`config.mk`:
```
export PLATFORM = sky130hd
export DESIGN_NAME = bit_select_seq
export DESIGN_NICKNAME = d
export VERILOG_FILES = /design/src/rtl/bit_select_seq.sv
export SDC_FILE = /design/constraint.sdc
export NUM_CORES = 1
export LEC_CHECK = 0
export CAP_MARGIN = 0
export CORE_MARGIN = 4
export CORE_UTILIZATION = 45
export DETAILED_ROUTE_END_ITERATION = 12
export PLACE_DENSITY = 0.77
export SETUP_SLACK_MARGIN = 0.5
export SLEW_MARGIN = 10
export SYNTH_ARGS = -nofsm -noshare
export SYNTH_HDL_FRONTEND = slang
export SYNTH_SLANG_ARGS = --single-unit
```
`constraint.sdc`:
```
create_clock -name clk -period 2.1 [get_ports clk]
set_clock_uncertainty 0.15 [all_clocks]
set_input_delay 0.42 -clock clk [delete_from_list [all_inputs] [get_ports clk]]
set_output_delay 0.42 -clock clk [all_outputs]
set_load 0.01 [all_outputs]
```
`src/rtl/bit_select_seq.sv`:
```
// Iterative select unit: returns the bit position of the n-th set bit (LSB first)
// of a captured operand, scanning one bit per cycle with a start/done handshake.
module bit_select_seq #(
  parameter int WIDTH = 32,
  parameter int IDXW  = $clog2(WIDTH)
) (
  input  logic             clk,
  input  logic             rst_n,
  input  logic             start,
  input  logic [WIDTH-1:0] a,
  input  logic [5:0]       n,
  output logic             busy,
  output logic             done,
  output logic             found,
  output logic [31:0]      pos
);

  typedef enum logic [1:0] {IDLE, SCAN, DONE} state_t;

  state_t           state_q, state_d;
  logic [WIDTH-1:0] a_q, a_d;
  logic [5:0]       n_q, n_d;
  logic [IDXW-1:0]  idx_q, idx_d;
  logic [IDXW:0]    cnt_q, cnt_d;
  logic             found_q, found_d;
  logic [IDXW-1:0]  pos_q, pos_d;

  logic hit_bit, rank_match, last_bit;

  assign hit_bit    = a_q[idx_q];
  // cnt never exceeds WIDTH, so ranks >= WIDTH can never compare equal.
  assign rank_match = (6'(cnt_q) == n_q);
  assign last_bit   = (idx_q == IDXW'(WIDTH - 1));

  always_ff @(posedge clk or negedge rst_n) begin
    if (!rst_n) begin
      state_q <= IDLE;
      a_q     <= '0;
      n_q     <= '0;
      idx_q   <= '0;
      cnt_q   <= '0;
      found_q <= 1'b0;
      pos_q   <= '0;
    end else begin
      state_q <= state_d;
      a_q     <= a_d;
      n_q     <= n_d;
      idx_q   <= idx_d;
      cnt_q   <= cnt_d;
      found_q <= found_d;
      pos_q   <= pos_d;
    end
  end

  always_comb begin
    state_d = state_q;
    a_d     = a_q;
    n_d     = n_q;
    idx_d   = idx_q;
    cnt_d   = cnt_q;
    found_d = found_q;
    pos_d   = pos_q;
    case (state_q)
      IDLE: begin
        if (start) begin
          a_d     = a;
          n_d     = n;
          idx_d   = '0;
          cnt_d   = '0;
          found_d = 1'b0;
          pos_d   = '0;
          state_d = SCAN;
        end
      end
      SCAN: begin
        if (hit_bit && rank_match) begin
          pos_d   = idx_q;
          found_d = 1'b1;
          state_d = DONE;
        end else begin
          if (hit_bit) cnt_d = cnt_q + 1'b1;
          if (last_bit) begin
            found_d = 1'b0;
            pos_d   = '0;
            state_d = DONE;
          end else begin
            idx_d = idx_q + 1'b1;
          end
        end
      end
      DONE:    state_d = IDLE;
      default: state_d = IDLE;
    endcase
  end

  assign busy  = (state_q != IDLE);
  assign done  = (state_q == DONE);
  assign found = found_q;
  assign pos   = 32'(pos_q);

endmodule
```
# == Word-level counts from Yosys, hierarchy flattened ==
# Index checks and enable logic that the tools add are counted.
# word_totals
regBits,57
inputBits,41
word_cells,49
# op_classes
n_addsub,2
order_cmp,1
eq_ne,9
muxes,21
n_reduce_logical,9
# ops
operator,count
two-way mux 5 bit,5
one-hot mux 5 bit (2 select lines),2
two-way mux 6 bit,3
one-hot mux 6 bit (2 select lines),1
!= test 2 bit (second input constant),4
AND reduction 4 bit,2
adder 6 x 1 -> 6 bit (second input constant),1
equality test 6 bit,1
< comparator 5 x 6 -> 1 bit (second input constant),1
two-way mux 2 bit,3
adder 5 x 1 -> 5 bit (second input constant),1
binary-select mux 1 bit (select 5 bit),1
equality test 5 bit (second input constant),1
two-way mux 1 bit,4
one-hot mux 2 bit (2 select lines),1
AND reduction 2 bit,2
nonzero test 2 bit,2
!= test 3 bit (second input constant),1
AND reduction 3 bit,1
equality test 2 x 1 -> 1 bit (second input constant),1
equality test 2 bit (second input constant),1
logical NOT 2 bit,1
one-hot mux 1 bit (2 select lines),1
logical AND 1 bit,1

# == Longest topological paths before layout ==
# Gate-level depths: netlist (run 1).
# logic_depth
word_depth,5
ltp_mapped,8

# == Least setup slack after synthesis (run 1) ==
# Ideal clock, no wire load.
# synth_timing
path_kind,register to register
startpoint,reg idx_q[0]
endpoint,reg pos_q[4]
setup_time_ns,0.121
t_arrival_ns,1.719
setup_slack_ns,0.110
stages_incl_launch_ff,9
n_path_buf,1
synth_period_minus_slack_ns,1.990
cell_sequence,dfrtp_1 -> buf_6 -> mux2i_1 -> a211oi_1 -> nand3_1 -> nand2_1 -> o21ai_2 -> a211o_1 -> a22o_1
# synth_between
elab_chain_cells,5
elab_cells_between_ends,8
cone_classes,eq/ne: 2; mux: 4; reduce/logical: 2
# synth_rtl
item,line,text
"start, declared",23,"logic [IDXW-1:0] idx_q, idx_d;"
"start signal, assigned",48,idx_q <= idx_d;
binary-select mux 1 bit (select 5 bit),30,assign hit_bit = a_q[idx_q];
two-way mux 1 bit (implied by the code),30,
logical AND 1 bit,76,if (hit_bit && rank_match) begin
!= test 3 bit (no source line) or two-way mux 5 bit (tied branches),n/a,
AND reduction 3 bit (no source line) or one-hot mux 5 bit (2 select lines) (tied branches),n/a,
"end signal, assigned",51,pos_q <= pos_d;
"end, declared",26,"logic [IDXW-1:0] pos_q, pos_d;"
# Several ways; a longest one is shown, not always the timed one. The select of a mux whose other input is x is not followed.
# A chain may end at the register's enable or synchronous reset.

# == Worst setup path after layout (run 1) ==
# layout_timing
startpoint,reg idx_q[0]
endpoint,reg pos_q[1]
# Same word-level chain as after synthesis.

==> results summary, run 1 <==
The flow ran to the end, but the final reports show violations. The checks that failed: setup timing. Summing every instance area after synthesis gives 0.00305 mm^2. Of the cells placed in the final design, the portion with a size suffix greater than 1 is 0.146. The overall die height came out at 90.4 um. Following the worst setup path forward leads to its endpoint at pos_q[1]. The first TritonRoute pass finished after 4 iterations. The clock tree synthesis step divided the H-tree into 3 levels. The area of the core region is 0.00646 mm^2. The count of different cell masters after synthesis came out at 41. The maximum number of pins on one net before global-route repair is 32. The count of boundary I/O pins is 76. The buffer levels on the longest clock path is 2. STA classifies the critical path startpoint as a flip-flop.

The signal on the critical path passes through buf_12 > mux2i_2 > a22oi_1 > nand3_1 > nand2_2 > o21ai_4 > a211o_1 > a22o_1. The floorplan has 29 rows. The total leakage power came out at 1.95 nW.

The class of the most critical setup path is flip-flop to flip-flop. The final cell count without fillers came out at 494. The number of global-route vias before repair is 2439.

The first global-routing pass estimated 11400 um of wire. The least setup slack across all paths after layout is -0.00770 ns. Routability-driven placement finished with a final weighted congestion of 0.874. The antenna diode count is 0. The number of buffers inserted by port buffering came out at 48. The fmax is 474 MHz. Along the worst path, the maximum fanout reaches 10. For flop-to-flop paths, the worst setup slack is -0.008 ns. TritonCTS built the clock tree. The number of endpoints with negative hold slack in the final report is 0. The minimum clock period after layout came out at 2.11 ns.

The end-of-flow core utilization came out at 0.602. The transition time at the pin with the least slew margin came out at 0.641 ns. The horizontal die dimension came out at 90.4 um.

In the routed design, unresolved DRC markers number 0. Detailed routing inserted a total of 2530 vias. The share of the clock period used by the worst path after layout is 1.00. Setup repair after global routing could not meet its margin everywhere. The number of antenna violations at the first check in global routing is 0.

The final layout contains routed wiring with a total length of 6960 um. The tool flagged a number of max-cap violations equal to 0. Setup violations remaining at the end of the flow were counted as 4. The die covers 0.00817 mm^2. The CTS sink count is 57. The worst hold slack after final layout came out at 0.329 ns. The share of the Yosys chip area taken by registers is 0.467. For this run, the total global-route usage over all layers was measured as 0.176.

The slowest stage of the critical path belongs to the cell sky130_fd_sc_hd__dfrtp_1. The class of the tightest hold or removal check is flip-flop to flip-flop. The clock input transition at the sequential cells of the worst setup and hold paths is 0.06 ns.

The synthesized design spends more area on one cell type than any other, namely sky130_fd_sc_hd__dfrtp_1. The library cell used most frequently in the layout, excluding fill and tap cells, is sky130_fd_sc_hd__nand2_1. The signed area change from the synthesized netlist to the final layout is 27.2%. The clock tree root buffer cell is sky130_fd_sc_hd__clkbuf_8. The arrival time of the worst setup path is 2.20 ns. Averaged over all synthesized cells, the footprint is 8.70 um^2. The count of flip-flops with a built-in enable after synthesis came out at 0. The number of nets still failing antenna checks after routing is 0.

The endpoint type of the worst setup path is a flip-flop. Leaving out fill and tap cells, the most frequent cells in the layout are 129 x sky130_fd_sc_hd__nand2_1, 55 x sky130_fd_sc_hd__dfrtp_1, 39 x sky130_fd_sc_hd__clkdlybuf4s50_1. The portion of synthesized cell area occupied by the leading cell type is 0.467.

Tracing the worst setup path back leads to its startpoint at idx_q[0]. The worst register-to-register path begins at idx_q[0]. The number of pins with negative max-slew slack in the final report came out at 0. Dividing the detail-routed wire length by the instance count gives 14.1 um. In the routed layout, each cell is associated on average with a via count of 5.12. The source-to-sink clock delay at the later pin of the worst-skew pair came out at 0.35 ns. The data required time at the worst endpoint came out at 2.19 ns. In the post-synthesis netlist, the biggest area contributors are sky130_fd_sc_hd__dfrtp_1 47%, sky130_fd_sc_hd__nand2_1 16%, sky130_fd_sc_hd__mux2i_1 7.5%.

Measured in cells, the most critical reg-to-reg path has a length of 8. The number of nets in the layout is 457. The number of storage elements in the synthesis netlist is 57. For this run, the leading register cell type out of synthesis is sky130_fd_sc_hd__dfrtp_1. The peak ir drop on the vdd network is 0.674 mV.

The startpoint identified for the worst hold timing path is a_q[15]. The CTS buffer count is 9. The initial detailed-routing violation count came out at 176. Detailed placement finished with a half-perimeter wire length of 4960 um. The total instance count after detailed placement came out at 476.

The overall overflow remaining after global route came out at 0. Measured against its own limit, the worst slew margin works out to 0.573. The largest stage delay on the critical path came out at 0.42 ns. Power spread over the standard cell area amounts to 1430 mW/mm^2. The gate count of the mapped netlist is 351. For this run, the number of Yosys warnings is 0. The initial utilization of the core area, before any placement, comes to 0.473. The fraction of registers with async set/reset is 1.00. In this run the critical register-to-register path is captured at pos_q[1].
[through the flow]
| step | worst slack [ns] | area [um^2] | TNS (ns) | power (mW) |
|---|---|---|---|---|
| 5_1_grt | -0.0743 | 3890 | -0.539 | 5.95 |
| 6_report | -0.00770 | 3890 | -0.0145 | 5.55 |
| 3_5_place_dp | -0.0378 | 3630 | -0.0380 | 4.41 |
| 4_1_cts | 0.0365 | 3830 | 0 | 5.41 |
| 3_3_place_gp | 0.0615 | 3630 | 0 | 4.29 |
| 2_1_floorplan | 0.141 | 3180 | 0 | 3.69 |
[routing by layer]
metal  wire (um)  vias up  GRT usage
met2        3250       77      0.282
met3         383       12     0.0342
met5           0        -          0
met1        3170     1214      0.224
li1            -     1227          -
met4         143        0     0.0944
[synthesized netlist by cell type, types with 2 or more instances]
library cell,number
sky130_fd_sc_hd__a211oi_1,2
sky130_fd_sc_hd__a21oi_1,8
sky130_fd_sc_hd__a22o_1,5
sky130_fd_sc_hd__a22oi_1,4
sky130_fd_sc_hd__a31o_2,2
sky130_fd_sc_hd__and2_1,6
sky130_fd_sc_hd__and3_1,4
sky130_fd_sc_hd__buf_1,2
sky130_fd_sc_hd__buf_2,2
sky130_fd_sc_hd__buf_4,28
sky130_fd_sc_hd__clkbuf_1,11
sky130_fd_sc_hd__dfrtp_1,57
sky130_fd_sc_hd__ha_1,3
sky130_fd_sc_hd__inv_1,3
sky130_fd_sc_hd__mux2i_1,23
sky130_fd_sc_hd__nand2_1,131
sky130_fd_sc_hd__nand2b_1,3
sky130_fd_sc_hd__nand3_1,15
sky130_fd_sc_hd__nor2_1,6
sky130_fd_sc_hd__nor2b_1,4
sky130_fd_sc_hd__nor3_2,2
sky130_fd_sc_hd__nor4_1,3
sky130_fd_sc_hd__o21ai_0,5
sky130_fd_sc_hd__xnor2_1,4
sky130_fd_sc_hd__xor2_1,2
[worst max-delay path, delay by kind of cell, from the launching register on]
kind	cells	cell delay, ns
compound gates	4	0.82
buf+inv	1	0.17
flops	1	0.42
mux	1	0.16
simple gates	2	0.28
[flip-flops by register name (all words and copies together) (netlist names)]
signal and count:
a_q 32, state_q 2, found 1, n_q 6, cnt_q 6, idx_q 5
pos_q 5
[kinds of logic after synthesis]
group	share of synthesized area
muxes	0.0754
and+or+nand+nor	0.263
buffers and inverters	0.0955
other	0.00123
adders and majority gates	0.0123
AOI/OAI and AO/OA	0.0688
xor gates and xnor gates	0.0172
DFF	0.467
[power by group]
part	internal [mW]	switching [mW]	total (mW)
logic	1.22	1.40	2.63
clock network	0.516	0.443	0.959
registers	1.58	0.378	1.96
total	3.32	2.23	5.55
[cell type report]
cell class | count | area, um^2
flip-flops and latches | 57 | 1430
multi-input cells | 273 | 1510
inverters | 3 | 11.3
repair buffers | 69 | 662
clock inverters | 2 | 12.5
fillers | 556 | 2570
clock buffers | 13 | 169
well taps | 77 | 96.3
[timing repair]
| item | 4_1_cts | 5_1_grt |
|---|---|---|
| gates cloned | 0 | 0 |
| gates resized for setup | 11 | 23 |
| hold endpoints to repair | 26 | 0 |
| buffers inserted | 1 | 1 |
| endpoints found under the setup margin | 27 | 52 |
| hold buffers | 1 | 0 |
| pin swaps | 3 | 5 |
[how the worst min path moves through the flow]
stage               slack, ns  cells past startpoint      end
finish                   0.33                      2  a_q[15]
global route             0.35                      2   a_q[3]
CTS                      0.33                      2   a_q[8]
detailed placement       0.31                      2   a_q[8]
global placement         0.31                      1  a_q[18]
floorplan               -0.03                      0   a_q[0]
No activity file was read; power rests on OpenSTA's default activity.
==> run 2: changes to the inputs <==
--- a/config.mk
+++ b/config.mk
@@ -7,9 +7,9 @@
 export LEC_CHECK = 0
 export CAP_MARGIN = 0
 export CORE_MARGIN = 4
-export CORE_UTILIZATION = 45
+export CORE_UTILIZATION = 53
 export DETAILED_ROUTE_END_ITERATION = 12
-export PLACE_DENSITY = 0.77
+export PLACE_DENSITY = 0.85
 export SETUP_SLACK_MARGIN = 0.5
 export SLEW_MARGIN = 10
 export SYNTH_ARGS = -nofsm -noshare
==> constraint.sdc (replaced) <==
create_clock -name clk -period 2.6 [get_ports clk]
set_clock_uncertainty 0.15 [all_clocks]
set_input_delay 0.52 -clock clk [delete_from_list [all_inputs] [get_ports clk]]
set_output_delay 0.52 -clock clk [all_outputs]
set_load 0.01 [all_outputs]
==> results summary, run 2 (synthesis gave the netlist of run 1 again) <==
The global-route usage over all layers came out at 0.212. Setup slack closes at 0.330 ns. The number of global-route vias before repair came out at 2556. Of the total power, the share spent switching nets is 0.410. The combinational share of power came out at 0.507. The signed area change from the synthesized netlist to the final layout is 32.2%. The peak ir drop on the vdd network came out at 0.615 mV. The worst setup path endpoint is cnt_q[2]. The endpoint identified for the worst register-to-register timing path is cnt_q[2]. The share of cells above drive strength 1 is 0.167.

The minimum clock period after layout came out at 2.27 ns. The register-to-register path setup slack came out at 0.33 ns. Summing all placed instances gives a cell area of 0.00352 mm^2. The half-perimeter wire length after placement is 4740 um. After global routing the overflow that remains totals 0. The clock group share of total power came out at 0.151. The worst setup path is captured at a flip-flop. The total leakage power came out at 1.96 nW.

The fmax came out at 441 MHz. The count of boundary I/O pins is 76. The number of buffers inserted by port buffering came out at 48.

The worst path buffer plus inverter count came out at 3. The data required time at the worst endpoint is 2.67 ns. The via total after detailed routing came out at 2583.

After the last flow step, the layout net total stands at 457. The class of the most critical setup path is flip-flop to flip-flop. Entering global routing, the biggest net connects 31 pins.

The number of endpoints failing setup at the final stage came out at 0. Setup repair after global routing could not meet its margin everywhere. The wire length after detailed routing came out at 7560 um. The transition time at the pin with the least slew margin came out at 0.681 ns.

The overall die area is 0.00704 mm^2. The number of cells on the critical path is 10. The number of antenna violations at the first check in global routing came out at 0. Counting flops per register, the top entry is a_q.

The beginning of the worst register-to-register path is idx_q[0]. STA puts the critical path data arrival time at 2.34 ns. The clock passes through at most 2 buffers. The number of pins with negative max-slew slack in the final report was 0. The CTS buffer count came out at 9. The starting utilization of the core area is 0.551. The library cells used most frequently in the layout, excluding fill and tap cells, are 129 x sky130_fd_sc_hd__nand2_1, 54 x sky130_fd_sc_hd__dfrtp_1, 45 x sky130_fd_sc_hd__clkdlybuf4s50_1. The level count of the clock H-tree is 3. The depth of the worst register-to-register path is 10. The number of endpoints with negative hold slack in the final report came out at 0. TritonCTS built the clock tree. After clock tree synthesis, the flow added hold-fix buffers numbering 0. The first-pass iteration count of the detailed router came out at 4.

The power per unit of standard cell area is 1200 mW/mm^2. The cell family contributing the most delay on the critical path is simple AND/OR/NAND/NOR gates. The number of violations of the max-capacitance limit is 0.

The share of total power dissipated in sequential elements is 0.342. The per-cell routed wire length came out at 15.4 um. The net load switching power came out at 1.98 mW.

Walking the worst path, the cells encountered are buf_6 > buf_16 > mux2i_4 > nand3_1 > nand3_1 > nand2_2 > buf_6 > nor2_4 > mux2i_1 > nand2_1. The number of filler instances in the final layout came out at 375. The global-route wire length before repair is 11900 um.

The critical path startpoint category is a flip-flop. The run finished with clean final reports. The source-to-sink clock delay at the later pin of the worst-skew pair is 0.34 ns. The total non-filler cell area in the finished layout is 0.00404 mm^2.

The critical path starts at idx_q[0]. The end-of-flow core utilization came out at 0.729. The number of nets still failing antenna checks after routing came out at 0. The biggest fanout along the worst timing path came out at 6.

The clock input transition at the sequential cells of the worst setup and hold paths came out at 0.07 ns. CTS saw 57 sinks. The initial detailed-routing violation count is 198. The cell at the slowest stage of the critical path is sky130_fd_sc_hd__dfrtp_2.

The largest stage delay on the critical path came out at 0.44 ns. The final total negative setup slack is 0 ns. The horizontal die dimension came out at 83.9 um. The post-placement worst setup slack is 0.375 ns. The last weighted congestion value of the routability-driven placer came out at 0.906. The number of flip-flops under the largest register name is 32.

In this run the worst hold path is classified as input pin to asynchronous set/reset pin. The area of the core region came out at 0.00554 mm^2. CTS placed an instance of sky130_fd_sc_hd__clkbuf_8 at the clock tree root. The number of DRC violations after detailed routing came out at 0. The library cell used most frequently in the layout, excluding fill and tap cells, is sky130_fd_sc_hd__nand2_1.

The share of the clock period used by the worst path after layout is 0.873. The relative slew slack is 0.546. The internal power consumption is 2.85 mW. In the final layout, the registers with the most flip-flops are a_q: 32 flops, cnt_q: 6 flops, n_q: 6 flops. The overall die height came out at 83.9 um. The floorplan has 27 rows.

The antenna diode count came out at 0. The average via count per standard cell came out at 5.27.
-- run 2: timing repair --
item	4_1_cts	5_1_grt
pin swaps	23	15
buffers inserted	8	2
resized for setup	17	27
endpoints found under the hold margin	0	0
cloned	2	1
endpoints found under the setup margin	20	19
-- run 2: stage by stage --
stage	instances	hold WS [ns]	total power, mW
global placement	461	0.309	3.32
global route	490	0.119	5.14
detailed placement	461	0.313	3.42
CTS	487	0.0783	4.45
finish	490	0.0625	4.83
floorplan	377	0.0744	2.94
-- run 2: power by group through the flow --
stage                     clock [mW]  combinational (mW)  sequential, mW
after floorplan                    0                1.46            1.49
after global placement             0                1.74            1.58
after detailed placement           0                1.82            1.61
after CTS                      0.732                2.11            1.60
after global routing           0.783                2.66            1.70
final                          0.730                2.44            1.65
-- run 2: layout make-up --
type                       instances  area, um^2  area share
clock buffer                      11         141      0.0350
sequential                        57        1430       0.354
inverter                           3        11.3     0.00279
clock inverter                     5        31.3     0.00775
multi-input combinational        273        1590       0.394
tap                               72        90.1      0.0223
timing repair buffer              69         741       0.183
-- run 2: how the worst min path moves through the flow --
stage                      start       to  depth (start not counted)
after floorplan            rst_n   a_q[0]                          0
after global placement    a_q[3]   a_q[3]                          2
after detailed placement  a_q[9]   a_q[9]                          2
after CTS                  rst_n   a_q[5]                          1
after global routing       rst_n  a_q[11]                          1
final                      rst_n  a_q[11]                          1
-- run 2: per-layer routing --
metal  up-vias  wire (um)  track usage
met5         -          0            0
met2        97       3800        0.353
met4         0        308        0.121
met1      1232       3050        0.251
li1       1225          -            -
met3        29        402       0.0503
